==> src/rtl/sram_arb_pkg.sv <==
// Shared constants and the rotating first-set search used by the SRAM round-robin arbiter.
package sram_arb_pkg;

  localparam int unsigned DefNumReq   = 4;
  localparam int unsigned DefRamWidth = 40;
  localparam int unsigned DefAddrBits = 16;
  localparam int unsigned MaxReq      = 8;

  function automatic int unsigned idx_width(int unsigned n);
    return (n > 1) ? $clog2(n) : 1;
  endfunction

  // First set bit of req, searching from ptr upward and wrapping modulo n.
  function automatic int unsigned rr_first(logic [MaxReq-1:0] req, int unsigned ptr,
                                           int unsigned n);
    int unsigned idx;
    int unsigned res;
    logic        found;
    res   = 0;
    found = 1'b0;
    for (int unsigned i = 0; i < MaxReq; i++) begin
      idx = (ptr + i) % n;
      if (i < n && !found && req[idx[2:0]]) begin
        res   = idx;
        found = 1'b1;
      end
    end
    return res;
  endfunction

endpackage

==> src/rtl/sram_rr_arbiter_if.sv <==
// Requester-side and SRAM-side signals of the arbiter; slave is the arbiter's view.
interface sram_rr_arbiter_if import sram_arb_pkg::*; #(
  parameter int unsigned NUM_REQ       = DefNumReq,
  parameter int unsigned RAM_WIDTH     = DefRamWidth,
  parameter int unsigned RAM_ADDR_BITS = DefAddrBits
);
  logic [NUM_REQ-1:0]               req_i;
  logic [NUM_REQ-1:0]               we_i;
  logic [NUM_REQ-1:0]               lock_i;
  logic [NUM_REQ*RAM_ADDR_BITS-1:0] addr_i;
  logic [NUM_REQ*RAM_WIDTH-1:0]     wdata_i;
  logic [NUM_REQ-1:0]               gnt_o;
  logic [NUM_REQ-1:0]               rvalid_o;
  logic [RAM_WIDTH-1:0]             rdata_o;
  logic                             sram_en_o;
  logic                             sram_we_o;
  logic [RAM_ADDR_BITS-1:0]         sram_addr_o;
  logic [RAM_WIDTH-1:0]             sram_wdata_o;
  logic [RAM_WIDTH-1:0]             sram_rdata_i;

  modport slave (
    input  req_i, we_i, lock_i, addr_i, wdata_i, sram_rdata_i,
    output gnt_o, rvalid_o, rdata_o, sram_en_o, sram_we_o, sram_addr_o, sram_wdata_o
  );

  modport master (
    output req_i, we_i, lock_i, addr_i, wdata_i, sram_rdata_i,
    input  gnt_o, rvalid_o, rdata_o, sram_en_o, sram_we_o, sram_addr_o, sram_wdata_o
  );
endinterface

==> src/rtl/rr_picker.sv <==
// Combinational round-robin pick: one-hot grant and index of the first request from ptr_i.
module rr_picker import sram_arb_pkg::*; #(
  parameter int unsigned NUM_REQ = DefNumReq,
  localparam int unsigned IdxW   = idx_width(NUM_REQ)
) (
  input  logic [NUM_REQ-1:0] req_i,
  input  logic [IdxW-1:0]    ptr_i,
  output logic [NUM_REQ-1:0] gnt_o,
  output logic [IdxW-1:0]    idx_o,
  output logic               valid_o
);
  logic [MaxReq-1:0] req_ext;
  logic [31:0]       first;

  always_comb begin
    req_ext                = '0;
    req_ext[NUM_REQ-1:0]   = req_i;
    first                  = rr_first(req_ext, 32'(ptr_i), NUM_REQ);
    idx_o                  = first[IdxW-1:0];
    valid_o                = |req_i;
    gnt_o                  = '0;
    gnt_o[idx_o]           = valid_o;
  end
endmodule

==> src/rtl/sram_rr_arbiter.sv <==
// Round-robin arbiter sharing one SRAM port among NUM_REQ requesters.
// Optional ownership lock built when SRAM_ARB_LOCK_EN is defined.
module sram_rr_arbiter import sram_arb_pkg::*; #(
  parameter int unsigned NUM_REQ       = DefNumReq,
  parameter int unsigned RAM_WIDTH     = DefRamWidth,
  parameter int unsigned RAM_ADDR_BITS = DefAddrBits
) (
  input  logic               clk_i,
  input  logic               rst_ni,
  sram_rr_arbiter_if.slave   bus
);
  localparam int unsigned IdxW = idx_width(NUM_REQ);

  logic [IdxW-1:0]    rr_ptr_q, rr_ptr_d;
  logic [NUM_REQ-1:0] rd_tag_q, rd_tag_d;
  logic [NUM_REQ-1:0] elig, pick_gnt;
  logic [IdxW-1:0]    pick_idx, sel;
  logic               pick_vld, grant;

`ifdef SRAM_ARB_LOCK_EN
  logic [IdxW-1:0] owner_q, owner_d;
  logic            owner_vld_q, owner_vld_d;

  always_comb begin
    elig = bus.req_i;
    if (owner_vld_q) elig = bus.req_i & (NUM_REQ'(1) << owner_q);
  end

  always_comb begin
    owner_d     = owner_q;
    owner_vld_d = owner_vld_q;
    if (grant) begin
      if (bus.lock_i[pick_idx]) begin
        owner_d     = pick_idx;
        owner_vld_d = 1'b1;
      end else if (owner_vld_q) begin
        // While owned, any grant is to the owner, so an unlocked grant releases it.
        owner_vld_d = 1'b0;
      end
    end else if (owner_vld_q && !bus.req_i[owner_q] && !bus.lock_i[owner_q]) begin
      owner_vld_d = 1'b0;
    end
  end

  always_ff @(posedge clk_i or negedge rst_ni) begin
    if (!rst_ni) begin
      owner_q     <= '0;
      owner_vld_q <= 1'b0;
    end else begin
      owner_q     <= owner_d;
      owner_vld_q <= owner_vld_d;
    end
  end
`else
  logic unused_lock;
  assign unused_lock = ^bus.lock_i;
  assign elig        = bus.req_i;
`endif

  rr_picker #(
    .NUM_REQ (NUM_REQ)
  ) u_picker (
    .req_i   (elig),
    .ptr_i   (rr_ptr_q),
    .gnt_o   (pick_gnt),
    .idx_o   (pick_idx),
    .valid_o (pick_vld)
  );

  always_comb begin
    grant            = pick_vld & rst_ni;
    sel              = pick_vld ? pick_idx : '0;
    bus.gnt_o        = grant ? pick_gnt : '0;
    bus.sram_en_o    = grant;
    bus.sram_we_o    = grant & bus.we_i[sel];
    bus.sram_addr_o  = bus.addr_i[sel*RAM_ADDR_BITS +: RAM_ADDR_BITS];
    bus.sram_wdata_o = bus.wdata_i[sel*RAM_WIDTH +: RAM_WIDTH];
    bus.rvalid_o     = rst_ni ? rd_tag_q : '0;
    bus.rdata_o      = bus.sram_rdata_i;
  end

  always_comb begin
    rr_ptr_d = rr_ptr_q;
    rd_tag_d = '0;
    if (grant) begin
      rr_ptr_d = (32'(pick_idx) == NUM_REQ - 1) ? '0 : pick_idx + 1'b1;
      if (!bus.we_i[pick_idx]) rd_tag_d = pick_gnt;
    end
  end

  always_ff @(posedge clk_i or negedge rst_ni) begin
    if (!rst_ni) begin
      rr_ptr_q <= '0;
      rd_tag_q <= '0;
    end else begin
      rr_ptr_q <= rr_ptr_d;
      rd_tag_q <= rd_tag_d;
    end
  end
endmodule

==> src/flat_wrapper.sv <==
// flat-port wrapper written by rule: the top's interface ports become plain ports
module sram_rr_arbiter_flat import sram_arb_pkg::*;
#(
  parameter int unsigned NUM_REQ       = DefNumReq,
  parameter int unsigned RAM_WIDTH     = DefRamWidth,
  parameter int unsigned RAM_ADDR_BITS = DefAddrBits
)
  (clk_i, rst_ni, bus_req_i, bus_we_i, bus_lock_i, bus_addr_i, bus_wdata_i, bus_sram_rdata_i, bus_gnt_o, bus_rvalid_o, bus_rdata_o, bus_sram_en_o, bus_sram_we_o, bus_sram_addr_o, bus_sram_wdata_o);
  sram_rr_arbiter_if #(.NUM_REQ(NUM_REQ), .RAM_WIDTH(RAM_WIDTH), .RAM_ADDR_BITS(RAM_ADDR_BITS)) bus_i ();
  input  logic clk_i;
  input  logic rst_ni;
  input wire logic [$bits(bus_i.req_i)-1:0] bus_req_i;
  input wire logic [$bits(bus_i.we_i)-1:0] bus_we_i;
  input wire logic [$bits(bus_i.lock_i)-1:0] bus_lock_i;
  input wire logic [$bits(bus_i.addr_i)-1:0] bus_addr_i;
  input wire logic [$bits(bus_i.wdata_i)-1:0] bus_wdata_i;
  input wire logic [$bits(bus_i.sram_rdata_i)-1:0] bus_sram_rdata_i;
  output wire logic [$bits(bus_i.gnt_o)-1:0] bus_gnt_o;
  output wire logic [$bits(bus_i.rvalid_o)-1:0] bus_rvalid_o;
  output wire logic [$bits(bus_i.rdata_o)-1:0] bus_rdata_o;
  output wire logic [$bits(bus_i.sram_en_o)-1:0] bus_sram_en_o;
  output wire logic [$bits(bus_i.sram_we_o)-1:0] bus_sram_we_o;
  output wire logic [$bits(bus_i.sram_addr_o)-1:0] bus_sram_addr_o;
  output wire logic [$bits(bus_i.sram_wdata_o)-1:0] bus_sram_wdata_o;
  assign bus_i.req_i = bus_req_i;
  assign bus_i.we_i = bus_we_i;
  assign bus_i.lock_i = bus_lock_i;
  assign bus_i.addr_i = bus_addr_i;
  assign bus_i.wdata_i = bus_wdata_i;
  assign bus_i.sram_rdata_i = bus_sram_rdata_i;
  assign bus_gnt_o = bus_i.gnt_o;
  assign bus_rvalid_o = bus_i.rvalid_o;
  assign bus_rdata_o = bus_i.rdata_o;
  assign bus_sram_en_o = bus_i.sram_en_o;
  assign bus_sram_we_o = bus_i.sram_we_o;
  assign bus_sram_addr_o = bus_i.sram_addr_o;
  assign bus_sram_wdata_o = bus_i.sram_wdata_o;
  sram_rr_arbiter #(.NUM_REQ(NUM_REQ), .RAM_WIDTH(RAM_WIDTH), .RAM_ADDR_BITS(RAM_ADDR_BITS)) u_core (.clk_i(clk_i), .rst_ni(rst_ni), .bus(bus_i));
endmodule
==> config.mk <==
export PLATFORM = sky130hd
export DESIGN_NAME = sram_rr_arbiter_flat
export DESIGN_NICKNAME = d
export VERILOG_FILES = /design/src/rtl/sram_arb_pkg.sv /design/src/rtl/sram_rr_arbiter_if.sv /design/src/rtl/rr_picker.sv /design/src/rtl/sram_rr_arbiter.sv /design/src/flat_wrapper.sv
export SDC_FILE = /design/constraint.sdc
export NUM_CORES = 1
export LEC_CHECK = 0
export BUFFER_PORTS_ARGS = -buffer_cell sky130_fd_sc_hd__buf_2
export CORE_AREA = 2 2 149 151
export DETAILED_ROUTE_END_ITERATION = 10
export DIE_AREA = 0 0 151 153
export PLACE_DENSITY = 0.45
export SLEW_MARGIN = 20
export SYNTH_ARGS = -nofsm -noshare
export SYNTH_HDL_FRONTEND = slang
export SYNTH_SLANG_ARGS = --single-unit
export TNS_END_PERCENT = 1
==> constraint.sdc <==
create_clock -name clk_i -period 2.2 [get_ports clk_i]
set_input_delay 0.11 -clock clk_i [delete_from_list [all_inputs] [get_ports clk_i]]
set_output_delay 0.11 -clock clk_i [all_outputs]
set_load 0.02 [all_outputs]
==> results of run 1 <==
-- synth_stat cells (2+ instances only) --
cell / instances / area (µm²)
nand2b_1: 2 / 12.5
ha_1: 4 / 50.1
inv_1: 3 / 11.3
bufbuf_8: 5 / 93.8
nand4_1: 2 / 12.5
and2_1: 9 / 56.3
clkbuf_4: 3 / 22.5
mux2i_1: 169 / 1690
nand2_1: 2 / 7.51
dfrtp_1: 6 / 150
nand3_1: 4 / 20.0
buf_4: 43 / 323
a21boi_1: 3 / 22.5
buf_12: 7 / 140
-- state kept, by name (all words and copies together), names as in the netlist --
name,cells
u_core.rr_ptr_q,2
u_core.rd_tag_q,4
-- report_power, final --
part	internal [mW]	total (mW)	leakage [nW]	switching [mW]
sequential	0.136	0.147	0.0777	0.0110
clock	0.233	0.293	0.0370	0.0598
combinational	1.67	3.46	2.50	1.79
total	2.04	3.90	2.61	1.86
-- final timing paths --
| path | depth (start not counted) | to | slack, ns |
|---|---|---|---|
| setup / recovery | 8 | bus_sram_addr_o[8] | -0.001 |
| hold / removal | 0 | bus_rdata_o[18] | 0.22 |
| setup reg to reg | 8 | u_core.rr_ptr_q[1] | 0.25 |
| hold reg to reg | 1 | u_core.rr_ptr_q[0] | 0.54 |
| max in group asynchronous | 2 | u_core.rr_ptr_q[1] | 1.74 |
| min in group asynchronous | 2 | u_core.rd_tag_q[0] | 0.28 |
-- worst max-delay path, cell delays in order (launching register included) --
cell     delay [ns]
dfrtp_1        0.37
and2b_1        0.21
o21ba_4        0.23
nor2_8         0.18
buf_12         0.18
buf_12         0.12
mux2i_2        0.26
mux2i_1        0.12
buf_2          0.18
-- cells by family after synthesis --
| family | Yosys count |
|---|---|
| multiplexers | 170 |
| buffers and inverters | 63 |
| AND/OR/NAND/NOR | 26 |
| AO/OA/AOI/OAI | 12 |
| flip-flops | 6 |
| adder cells (fa/ha/maj) | 4 |
-- through the flow --
| stage | TNS (ns) | instance area [µm²] |
|---|---|---|
| floorplan | 0 | 2780 |
| global placement | 0 | 4250 |
| detailed placement | 0 | 4250 |
| CTS | -0.0991 | 4350 |
| global route | -3.27 | 4600 |
| finish | -0.000988 | 4600 |
-- layer usage --
layer  global-route usage  up-vias
met1               0.0860     1353
met5                    0        -
met2                0.151      177
met3              0.00896       26
met4               0.0218        0
li1                     -     1533
-- repair_timing --
| item | in CTS | in global routing |
|---|---|---|
| hold buffers | 1 | 0 |
| gates cloned | 0 | 2 |
| endpoints found under the setup margin | 22 | 50 |
| resized for setup | 2 | 30 |
| endpoints found under the hold margin | 6 | 0 |
| pin swaps | 2 | 1 |
| buffers inserted | 0 | 6 |
-- final cells by class --
type,instances,area share
inverter,3,0.00245
timing repair buffer,327,0.412
multi-input combinational,212,0.461
clock buffer,3,0.0163
tap,280,0.0761
sequential,6,0.0326
==> results.cfg, run 1 <==
[run_status]
status = complete, but fails checks
violations = setup timing

[critical_path]
crit_path_start_kind = register
critPathMaxFanout = 11
end_kind = primary output
cp.required_ns = 2.09
r2r-start = u_core.rr_ptr_q[1]
cp.arrival_ns = 2.09
critPathKind = register to primary output
critPathLaunch = u_core.rr_ptr_q[0]

[finish]
fin_util = 0.214
drive_gt1_frac = 0.633
final_cell_mix = 295 x buf_2, 158 x mux2i_1, 15 x buf_4
layout_commonest_cell = buf_2
nFillCells = 2382
antennaDiodeCount = 0
final_cells = 831
fin_nets = 835
regArea_um2 = 150
multi_input_area_um2 = 2120
area_delta_synth_final_pct = 65.6

[power]
ir_drop_mv = 0.228
powerDensity_nw_per_um2 = 848
power_mw = 3.90
power.leakage_nw = 2.61

[placed_design]
numPortBuffers = 299
place.gp.congestion = 0.748
dp_cells = 819
dpl.hpwl_mm = 8.92
dp_slack_ns = 0.205

[sta]
finalCritPeriodShare = 1.00
fmax_ghz = 0.454
worst_pin_slew_ns = 0.313
slew_headroom = 0.791
final.min_clock_period_ns = 2.20
worst_slack_ns = -0.000988
setup_violations = 1
rsz0062_at_grt = yes
hold_violations = 0
whs_ns = 0.220
slew_violations = 0
finClkSkew_ns = 0.000458

[synthesis]
synthSimpleGateAreaFrac = 0.0608
synth_edf_count = 0
synthMuxAreaShare = 0.613
synth_compound_area_frac = 0.0356
postSynthAreaPerCell_um2 = 9.89
synthesis.instances = 281
synth_flop_cell = dfrtp_1
ys_types = 33
ys_warn_count = 0
synth_adder_area_share = 0.0180
ys_ff_latch = 6
synth_top_family_by_area = multiplexers
async_flop_share = 1.00
ys_seq_area_frac = 0.0540
synth.cell_area_um2 = 2780
synthesis.nets = 563
synth_xor_area_frac = 0

[route]
top_layer = met4
viasPerCell = 3.72
first_iter_violations = 71
m1WireLength_mm = 3.98
met3_length_um = 942
firstDrtPassIters = 6
remaining_drc_errors = 0
wl_per_cell_um = 13.0
vias = 3089
ant_nets = 0
met2_length_mm = 5.66
wl_mm = 10.8

[floorplanning]
rows = 54
die_x_um = 151
dieArea_um2 = 23100
die-height_um = 153
core_um2 = 21500
initial_core_util = 0.129
io-pin-count = 384

[grt]
grt_max_degree = 41
grt_pass1_vias = 2902
grt_pass1_wl_mm = 14.3
grt_overflow = 0
antenna_found_initial = 0
grtUsageTotal = 0.0772

[min_path]
hp-start = bus_sram_rdata_i[18]
hold_path.class = input pin to primary output

[clocking]
cts_buffers = 3
cts_max_level = 1
clock_sinks = 6
cts_buffer_depth = 2
cts_tree = built
clk_pin_slew_ns = 0.03
clk_latency_ns = 0.23
root_buffer = clkbuf_16

[flow_run]
drv_cap = 0
Power figures use the tool's default switching activity.
==> run 2: changes to the inputs <==
- GPL_TIMING_DRIVEN: default -> 0
- SLEW_MARGIN: 20 -> 0
==> results.cfg, run 2 (same netlist as run 1, synthesis figures left out) <==
[floorplanning]
dieArea_um2 = 23100
die-height_um = 153
core_um2 = 21500
rows = 54
initial_core_util = 0.129
die_x_um = 151
io-pin-count = 384

[sta]
worst_pin_slew_ns = 0.412
rsz0062_at_grt = yes
setup_violations = 24
final.min_clock_period_ns = 2.27
slew_violations = 0
worst_slack_ns = -0.0703
slew_headroom = 0.725
finClkSkew_ns = 0.00216
hold_violations = 0
whs_ns = 0.236
fmax_ghz = 0.440
finalCritPeriodShare = 1.03

[grt]
grt_pass1_vias = 3494
grt_overflow = 0
use_met2 = 0.198
grtUsageMet3 = 0.0110
grtUsageTotal = 0.0969
top_usage_layer = met2
grt_pass1_wl_mm = 17.6
met1_usage = 0.106
grt_max_degree = 12
antenna_found_initial = 0

[route]
first_iter_violations = 94
ant_nets = 0
wl_per_cell_um = 13.8
vias = 3471
firstDrtPassIters = 6
viasPerCell = 3.79
wl_mm = 12.7
remaining_drc_errors = 0

[finish]
nFillCells = 2372
drive_gt1_frac = 0.699
largest_register_ffs = 4
antennaDiodeCount = 0
layout_commonest_cell = buf_2
top_regs = u_core.rd_tag_q (4), u_core.rr_ptr_q (2)
area_delta_synth_final_pct = 93.5
final_cell_mix = 333 x buf_2, 151 x mux2i_1, 50 x buf_4
fin_nets = 921
largest_register = u_core.rd_tag_q

[power]
power.share.combinational = 0.899
sequentialPowerShare = 0.034
sw_frac_of_total = 0.467
power_mw = 4.46
p_clk_frac = 0.067
powerDensity_nw_per_um2 = 828
p_switching_mw = 2.08
ir_drop_mv = 0.322
p_int_mw = 2.38
power.leakage_nw = 3.03

[placed_design]
dpl.hpwl_mm = 10.6
numPortBuffers = 339
dp_slack_ns = -0.0250
place.gp.congestion = 0.767

[critical_path]
critPathKind = register to primary output
cp.arrival_ns = 2.16
crit_path_start_kind = register
end_kind = primary output
cp.required_ns = 2.09
critPathMaxFanout = 6

[run_status]
status = complete, but fails checks
violations = setup timing

[flow_run]
drv_cap = 0

[clocking]
clk_pin_slew_ns = 0.03
root_buffer = clkbuf_16
cts_buffer_depth = 2
clk_latency_ns = 0.23
cts_tree = built
cts_max_level = 1
clock_sinks = 6
cts_buffers = 3

[min_path]
hold_path.class = input pin to register
run 2: cell types whose count changed in the layout (fill, tap and decap cells not counted), sizes merged:
cell / change
buf: +85
clkbuf: +1
run 2: critical path, stage by stage (launching register included):
cell	delay [ns]
dfrtp_1	0.39
and2_4	0.16
o211a_4	0.27
nor2_8	0.16
buf_6	0.14
buf_12	0.15
buf_12	0.13
mux2i_4	0.23
mux2i_1	0.11
buf_2	0.17
run 2: worst paths after layout:
check                                    from                    to  slack, ns  cells after the start
setup / recovery           u_core.rr_ptr_q[1]  bus_sram_wdata_o[35]      -0.07                      9
hold / removal                    bus_we_i[1]    u_core.rd_tag_q[3]       0.24                      4
setup reg to reg           u_core.rr_ptr_q[1]    u_core.rr_ptr_q[1]       0.17                      8
hold reg to reg            u_core.rr_ptr_q[0]    u_core.rr_ptr_q[0]       0.54                      1
max in group asynchronous              rst_ni    u_core.rd_tag_q[2]       1.73                      2
min in group asynchronous              rst_ni    u_core.rd_tag_q[3]       0.29                      2
run 2: final cells by class:
class | count | area (µm²) | share of cell area
Buffer | 60 | 607 | 0.113
Tap cell | 280 | 350 | 0.0651
Sequential cell | 6 | 150 | 0.0279
Timing Repair Buffer | 353 | 1970 | 0.365
Inverter | 3 | 13.8 | 0.00256
Multi-Input combinational cell | 212 | 2220 | 0.412
Clock buffer | 3 | 75.1 | 0.0140
run 2: power groups by stage:
stage | Sequential [mW] | Clock, mW | Combinational (mW)
5_1_grt | 0.156 | 0.306 | 4.28
3_3_place_gp | 0.159 | 0 | 3.47
6_report | 0.152 | 0.297 | 4.01
4_1_cts | 0.152 | 0.300 | 3.94
2_1_floorplan | 0.152 | 0 | 2.45
3_5_place_dp | 0.159 | 0 | 3.47
run 2: layer usage:
layer,wire (µm),vias up
li1,-,1703
met1,4620,1555
met2,6940,206
met3,1070,7
met4,72,0
met5,0,-
run 2: stage by stage:
step	instances	setup TNS, ns	util	area [µm²]
2_1_floorplan	281	0	-	2780
3_3_place_gp	900	-0.0752	0.225	4830
3_5_place_dp	900	-0.0667	0.225	4830
4_1_cts	915	-3.31	0.244	5250
5_1_grt	917	-5.93	0.250	5380
6_report	917	-0.643	0.250	5380
run 2: repair_timing:
action	in CTS	in global routing
pin swaps	2	3
hold buffers	1	0
setup buffers	8	1
gates cloned	3	1
resized for setup	43	22
endpoints found under the hold margin	6	0
setup endpoints to repair	61	61
